## src/rtl/lfsr_pkg.sv

```systemverilog
`default_nettype none
// ============================================================================
//  Module      : lfsr_pkg
//  Description : Shared definitions for the lfsr block.
//                - maximal-length Fibonacci tap masks for widths 3..32
//                - default post-reset state
//                - next-state source selector used by the top-level mux
//  Revision    : 1.0 - initial release
// ============================================================================
package lfsr_pkg;

    // Supported register widths for the tap table below.
    localparam int LFSR_MIN_WIDTH = 3;
    localparam int LFSR_MAX_WIDTH = 32;

    // Post-reset state; any non-zero value keeps the register off the
    // all-zero lock-up state.
    localparam logic [31:0] LFSR_DEFAULT_RESET_VALUE = 32'h0000_0001;

    // Where the next register value comes from on a clock edge.
    typedef enum logic [1:0] {
        NXT_SHIFT       = 2'd0,   // normal Fibonacci shift
        NXT_SEED        = 2'd1,   // synchronous seed load
        NXT_RESET_VALUE = 2'd2    // recovery to the reset state (zero guard)
    } lfsr_next_src_e;

    // Maximal-length tap masks. Bit i set means state bit i feeds the XOR.
    // A polynomial term x^k maps to mask bit k-1 (the shift moves data
    // from bit 0 toward bit WIDTH-1, so bit WIDTH-1 is always a tap).
    // Widths outside the supported range return an empty mask.
    function automatic logic [31:0] lfsr_max_taps(input int width);
        logic [31:0] taps;
        taps = 32'h0000_0000;
        if (width >= LFSR_MIN_WIDTH && width <= LFSR_MAX_WIDTH) begin
            case (width)
                3:       taps = 32'h0000_0006;   // x^3+x^2+1
                4:       taps = 32'h0000_000C;   // x^4+x^3+1
                5:       taps = 32'h0000_0014;   // x^5+x^3+1
                6:       taps = 32'h0000_0030;   // x^6+x^5+1
                7:       taps = 32'h0000_0060;   // x^7+x^6+1
                8:       taps = 32'h0000_00B8;   // x^8+x^6+x^5+x^4+1
                9:       taps = 32'h0000_0110;   // x^9+x^5+1
                10:      taps = 32'h0000_0240;   // x^10+x^7+1
                11:      taps = 32'h0000_0500;   // x^11+x^9+1
                12:      taps = 32'h0000_0829;   // x^12+x^6+x^4+x^1+1
                13:      taps = 32'h0000_100D;   // x^13+x^4+x^3+x^1+1
                14:      taps = 32'h0000_2015;   // x^14+x^5+x^3+x^1+1
                15:      taps = 32'h0000_6000;   // x^15+x^14+1
                16:      taps = 32'h0000_D008;   // x^16+x^15+x^13+x^4+1
                17:      taps = 32'h0001_2000;   // x^17+x^14+1
                18:      taps = 32'h0002_0400;   // x^18+x^11+1
                19:      taps = 32'h0004_0023;   // x^19+x^6+x^2+x^1+1
                20:      taps = 32'h0009_0000;   // x^20+x^17+1
                21:      taps = 32'h0014_0000;   // x^21+x^19+1
                22:      taps = 32'h0030_0000;   // x^22+x^21+1
                23:      taps = 32'h0042_0000;   // x^23+x^18+1
                24:      taps = 32'h00E1_0000;   // x^24+x^23+x^22+x^17+1
                25:      taps = 32'h0120_0000;   // x^25+x^22+1
                26:      taps = 32'h0200_0023;   // x^26+x^6+x^2+x^1+1
                27:      taps = 32'h0400_0013;   // x^27+x^5+x^2+x^1+1
                28:      taps = 32'h0900_0000;   // x^28+x^25+1
                29:      taps = 32'h1400_0000;   // x^29+x^27+1
                30:      taps = 32'h2000_0029;   // x^30+x^6+x^4+x^1+1
                31:      taps = 32'h4800_0000;   // x^31+x^28+1
                32:      taps = 32'h8020_0003;   // x^32+x^22+x^2+x^1+1
                default: taps = 32'h0000_0000;
            endcase
        end
        return taps;
    endfunction

endpackage : lfsr_pkg
`default_nettype wire

```

## src/rtl/lfsr_feedback.sv

```systemverilog
`default_nettype none
// ============================================================================
//  Module      : lfsr_feedback
//  Description : Combinational Fibonacci feedback bit: XOR-reduction of the
//                current state masked by the tap set.
//  Ports       : state  in  WIDTH  current LFSR state
//                fb     out 1      feedback bit shifted into bit 0
//  Parameters  : WIDTH  register width
//                TAPS   feedback mask (bit i set => state[i] participates)
//  Revision    : 1.0 - initial release
// ============================================================================
module lfsr_feedback #(
    parameter int                WIDTH = 8,
    parameter logic [WIDTH-1:0]  TAPS  = 8'hB8
) (
    input  logic [WIDTH-1:0] state,
    output logic             fb
);

    logic [WIDTH-1:0] w_tapped;

    assign w_tapped = state & TAPS;
    assign fb       = ^w_tapped;

endmodule : lfsr_feedback
`default_nettype wire

```

## src/rtl/lfsr.sv

```systemverilog
`default_nettype none
// ============================================================================
//  Module      : lfsr
//  Description : Seedable Fibonacci LFSR producing a new pseudo-random
//                WIDTH-bit word every clock. Free-runs unless load is high;
//                load has priority over shifting.
//  Ports       : q     out WIDTH  current state (registered)
//                clk   in  1      rising-edge clock
//                rst   in  1      asynchronous reset, active low
//                seed  in  WIDTH  value captured while load is high
//                load  in  1      synchronous load enable
//  Parameters  : WIDTH        register width, 3..32
//                TAPS         feedback mask (defaults to a maximal-length set)
//                RESET_VALUE  post-reset state, must be non-zero
//  Build macro : LFSR_ZERO_GUARD_EN
//                  defined   - a zero seed loads RESET_VALUE instead, and an
//                              all-zero state recovers to RESET_VALUE on the
//                              next non-load edge.
//                  undefined - a zero seed loads zero and the register stays
//                              locked at zero until a non-zero load or reset.
//  Revision    : 1.0 - initial release
// ============================================================================
module lfsr
    import lfsr_pkg::*;
#(
    parameter int                WIDTH       = 8,
    parameter logic [WIDTH-1:0]  TAPS        = WIDTH'(lfsr_max_taps(WIDTH)),
    parameter logic [WIDTH-1:0]  RESET_VALUE = WIDTH'(LFSR_DEFAULT_RESET_VALUE)
) (
    output logic [WIDTH-1:0] q,
    input  logic             clk,
    input  logic             rst,
    input  logic [WIDTH-1:0] seed,
    input  logic             load
);

    logic              w_fb;
    logic [WIDTH-1:0]  w_shifted;
    logic [WIDTH-1:0]  w_next;
    lfsr_next_src_e    w_src;

    // ------------------------------------------------------------------------
    // Feedback: purely combinational, no pipeline stage, so the shifted value
    // is available in the same cycle the state is presented.
    // ------------------------------------------------------------------------
    lfsr_feedback #(
        .WIDTH (WIDTH),
        .TAPS  (TAPS)
    ) u_feedback (
        .state (q),
        .fb    (w_fb)
    );

    assign w_shifted = {q[WIDTH-2:0], w_fb};

    // ------------------------------------------------------------------------
    // Next-state source selection. Load always wins over shifting; the zero
    // guard only redirects to RESET_VALUE, it never blocks a non-zero load.
    // ------------------------------------------------------------------------
    always_comb begin
        w_src = NXT_SHIFT;
        if (load) begin
            w_src = NXT_SEED;
        end
`ifdef LFSR_ZERO_GUARD_EN
        if (load && (seed == '0)) begin
            w_src = NXT_RESET_VALUE;
        end
        // All-zero state is a fixed point of the shift; kick it out.
        if (!load && (q == '0)) begin
            w_src = NXT_RESET_VALUE;
        end
`endif
    end

    always_comb begin
        w_next = w_shifted;
        case (w_src)
            NXT_SEED:        w_next = seed;
            NXT_RESET_VALUE: w_next = RESET_VALUE;
            default:         w_next = w_shifted;
        endcase
    end

    // ------------------------------------------------------------------------
    // State register. Reset takes effect immediately on assertion and holds
    // while low; the first edge after release performs a normal load/shift.
    // ------------------------------------------------------------------------
    always_ff @(posedge clk or negedge rst) begin
        if (!rst) begin
            q <= RESET_VALUE;
        end else begin
            q <= w_next;
        end
    end

endmodule : lfsr
`default_nettype wire

```

## config.mk

```make
export PLATFORM = sky130hd
export DESIGN_NAME = lfsr
export DESIGN_NICKNAME = d
export VERILOG_FILES = /design/src/rtl/lfsr_pkg.sv /design/src/rtl/lfsr_feedback.sv /design/src/rtl/lfsr.sv
export SDC_FILE = /design/constraint.sdc
export NUM_CORES = 1
export LEC_CHECK = 0
export CAP_MARGIN = 20
export CORE_AREA = 2 2 39 41
export CTS_BUF_LIST = sky130_fd_sc_hd__clkbuf_4 sky130_fd_sc_hd__clkbuf_8
export CTS_CLUSTER_SIZE = 24
export DETAILED_ROUTE_END_ITERATION = 8
export DIE_AREA = 0 0 41 43
export GPL_ROUTABILITY_DRIVEN = 0
export MAX_ROUTING_LAYER = met4
export RECOVER_POWER = 25
export REMOVE_ABC_BUFFERS = 1
export SLEW_MARGIN = 10
export SYNTH_ARGS = -nofsm -noshare
export SYNTH_HDL_FRONTEND = slang
export SYNTH_SLANG_ARGS = --single-unit
```

## constraint.sdc

```tcl
create_clock -name clk -period 0.9 [get_ports clk]
set_input_delay 0.09 -clock clk [delete_from_list [all_inputs] [get_ports clk]]
set_output_delay 0.09 -clock clk [all_outputs]
set_load 0.02 [all_outputs]
```

# Word-level counts from Yosys, hierarchy flattened

Cells that the tools add are included.

Eq/ne operators: 2
Multiplexer cells: 2
Reduce and logical (&&, ||, !) cells: 1

Operators with widths:

| operator                                             | count |
|---|---|
| one-hot mux 8 bit (2 select lines)                   | 1 |
| XOR reduction 8 bit                                  | 1 |
| equality test 1 x 2 -> 1 bit (second input constant) | 1 |
| equality test 1 bit (second input constant)          | 1 |
| 2-to-1 mux 1 bit                                     | 1 |

Register bits after elaboration: 8
Input bits: 11
Output and inout bits: 8

# Longest topological paths before layout

Gate-level depths: netlist of run 1.

Depth after elaboration: 3
Gate-level depth with buffers: 3
Depth with buffers taken out: 3

# Cells and area by module

A second synthesis of run 1 with hierarchy kept.

Cell total of the unflattened synthesis: 20
Area total of the unflattened synthesis: 359.1 um^2

Modules (own cells, without submodules):

| module        | times used | cells an instance | area each (um^2) |
|---|---|---|---|
| lfsr          | 1          | 17                | 332.8 |
| lfsr_feedback | 1          | 3                 | 26.3 |

# Worst setup path before layout of run 1

No wires, ideal clock.

Path type: register to register
From: reg q[5]
To: reg q[0]
Library setup time: 80 ps
Arrival time: 848 ps
Data required time: 820 ps
Slack: -28 ps
Cell stages (with the launch flop): 4
Path buffers: 0
Path through: dfrtp_1 -> xnor2_1 -> xnor2_1 -> o21ai_1

Cells in the longest elaborated chain, start to end: 2

RTL lines:

| item                               | RTL line            | source |
|---|---|---|
| start, declared                    | lfsr.sv:30          | `output logic [WIDTH-1:0] q,` |
| start signal, assigned             | lfsr.sv:93          | `q <= w_next;` |
| XOR reduction 8 bit                | lfsr_feedback.sv:23 | `assign fb = ^w_tapped;` |
| one-hot mux 8 bit (2 select lines) | lfsr.sv:78          | `case (w_src)` |
| net w_next[0]                      | lfsr.sv:39          | `logic [WIDTH-1:0] w_next;` |

The timed path passes the listed nets, and every way through them passes these cells.

# Worst setup path after layout of run 1

From: reg q[0]
To: out q[0]

No word-level cell between the ends.

==> flow_summary.json, run 1 <==
{
  "grt_pass1_vias": 312,
  "n_antenna_cell": 0,
  "clkTransAtPathRegs_ns": 0.06,
  "root_buffer": "clkbuf_4",
  "drv_slew": 0,
  "reg.largest.list": "q x8",
  "critPathLaunchType": "flip-flop",
  "holdBufCountCts": 0,
  "ys_top_cells_by_area": "dfrtp_1, mux2_1, dfstp_2",
  "fin_crit_ns": 0.9824,
  "clock_power_share_pct": 29.8,
  "switching_share_pct": 27.38,
  "place_hpwl_um": 617.3,
  "fin_cells": 63,
  "timing.final.ws_setup_ns": -0.08241,
  "num-fill-cells": 135,
  "endpoint_kind": "output pin",
  "final_cell_mix": "clkdlybuf4s50_1, buf_6, dfrtp_1",
  "ir_worst_vdd_mv": 0.6788,
  "largest_register": "q",
  "setup_viol": 3,
  "outcome": "finished, violations left",
  "p_seq_share_pct": 39.4,
  "core_um2": 1384,
  "tritoncts": "yes",
  "fmax_mhz": 1018,
  "worst_slew_pin_slew_ns": 0.3911,
  "htreeDepth": 1,
  "violations": "negative setup slack",
  "syn_to_final_growth_pct": 88.12,
  "antenna_found_initial": 0,
  "wirelength_um": 854,
  "largest_register_ffs": 8,
  "synth_top_area_share_pct": 53.64,
  "cp.required_ns": 0.81,
  "worst_clock_skew_ns": 0.006334,
  "worstReg2RegStart": "q[3]",
  "drive_gt1_share_pct": 51.06,
  "ys_warn_count": 0,
  "critPathTopFamily": "flip-flops",
  "numPlacedInstances": 58,
  "crit_path_top_delay_cell": "dfstp_2",
  "synth_top_area_cell": "dfrtp_1",
  "start_util_pct": 23.60,
  "num_rows": 14,
  "port_buffers": 18,
  "yosysSeqAreaShare_pct": 61.69,
  "timing.final.crit_share_pct": 109.2,
  "drc": 0,
  "dieArea_um2": 1763,
  "cts.sinks": 8,
  "criticalPathCategory": "flip-flop to output pin",
  "wl_per_cell_um": 13.56,
  "p_int_mw": 0.8247,
  "cts_buffer_depth": 2,
  "grt_overflow": 0,
  "clk_latency_ns": 0.26,
  "crit_start": "q[0]",
  "crit_cells": 1,
  "die_y_um": 43,
  "critPathBufInv": 1,
  "post-place-ws_ns": -0.3109,
  "post_synth.cell_area_avg_um2": 15.55,
  "drt_iter0_markers": 0,
  "power_leakage_nw": 0.2833,
  "tns_ns": -0.1502,
  "synth_cell_type_count": 8,
  "path_cells": "buf_6",
  "cts_buffers": 3,
  "grt_setup_unrepaired": "true",
  "hold_viol_final": 0,
  "reg2reg_depth": 4,
  "first_pass_iters": 1,
  "critical_path_arrival_ns": 0.89,
  "grt_usage_pct": 11.40,
  "p_per_area_nw_per_um2": 1848,
  "synthesis.area_um2": 326.6,
  "min_path_type": "input port to asynchronous set/reset pin",
  "maxCapViolations": 0,
  "combPwrFrac_pct": 30.8,
  "dieWidth_um": 41,
  "avgViaCountPerCell": 4.270,
  "grt_max_degree": 9,
  "io_pins": 19,
  "power_switching_mw": 0.3109,
  "synth_seq_cells": 8,
  "maxSlewHeadroom_pct": 73.84,
  "nets": 59,
  "critPathMaxFanout": 2,
  "max_stage_delay_ns": 0.53,
  "grt_pass1_wl_um": 1248,
  "ant_nets": 0,
  "num_vias": 269,
  "syn-instance-count": 21
}
## power by group through the flow
| stage | clock [mW] | combinational [mW] | sequential (mW) |
|---|---|---|---|
| floorplan | 0 | 0.0686 | 0.506 |
| global placement | 0 | 0.314 | 0.441 |
| detailed placement | 0 | 0.319 | 0.443 |
| CTS | 0.346 | 0.329 | 0.443 |
| global route | 0.378 | 0.377 | 0.457 |
| finish | 0.338 | 0.350 | 0.448 |
## synth_stat cells
library cell	n
mux2_2	1
nand2_1	1
o21ai_1	1
dfstp_2	1
mux2_1	6
buf_6	1
dfrtp_1	7
xnor2_1	3
## repair_timing
item	in CTS	in global routing
setup buffers	1	0
pin swaps	3	1
resized for setup	44	9
hold endpoints to repair	0	0
endpoints found under the setup margin	16	10
## layout make-up
| class | instances | area, µm² | share of cell area (%) |
|---|---|---|---|
| repair buffers | 23 | 221.5 | 36.05 |
| flip-flops and latches | 8 | 202.7 | 32.99 |
| multi-input cells | 12 | 140.1 | 22.81 |
| well taps | 16 | 20.02 | 3.259 |
| clock buffers | 4 | 30.03 | 4.888 |
## through the flow
step | hold WS [ns] | cell area, µm² | util (%) | power [mW]
after floorplan | -0.2056 | 315.3 | - | 0.5744
after global placement | 0.3836 | 545.5 | 39.42 | 0.7558
after detailed placement | 0.4084 | 545.5 | 39.42 | 0.7627
after CTS | 0.1300 | 588.1 | 42.50 | 1.118
after global routing | 0.2086 | 614.3 | 44.39 | 1.211
final | 0.1872 | 614.3 | 44.39 | 1.136
## worst paths after layout
kind / endpoint / slack [ns]
min in group clk: q[2] / 0.37
hold / removal: q[2] / 0.19
setup reg to reg: q[0] / -0.04
hold reg to reg: q[2] / 0.52
max in group asynchronous: q[0] / 0.39
setup / recovery: q[0] / -0.08
## cells by family after synthesis
logic type,after synthesis,share of synthesized area (%)
buffers and inverters,1,3.448
multiplexers,7,24.14
flip-flops,8,61.69
AND/OR/NAND/NOR,1,1.148
AO/OA/AOI/OAI,1,1.531
XOR/XNOR,3,8.047
## per-layer routing
metal	vias up	part of all wire, %	global-route usage [%]
met5	-	0	-
li1	125	-	-
met3	0	11	3.141
met2	18	51	18.44
met4	0	0	6.000
met1	126	38	11.84
(Power assumes the default switching activity.)
==> run 2: changes to the inputs <==
--- a/config.mk
+++ b/config.mk
@@ -19,3 +19,4 @@
 export SYNTH_ARGS = -nofsm -noshare
 export SYNTH_HDL_FRONTEND = slang
 export SYNTH_SLANG_ARGS = --single-unit
+export TNS_END_PERCENT = 100
==> results of run 2 <==
The final DEF is identical to that of run 1; final timing and power are the same.
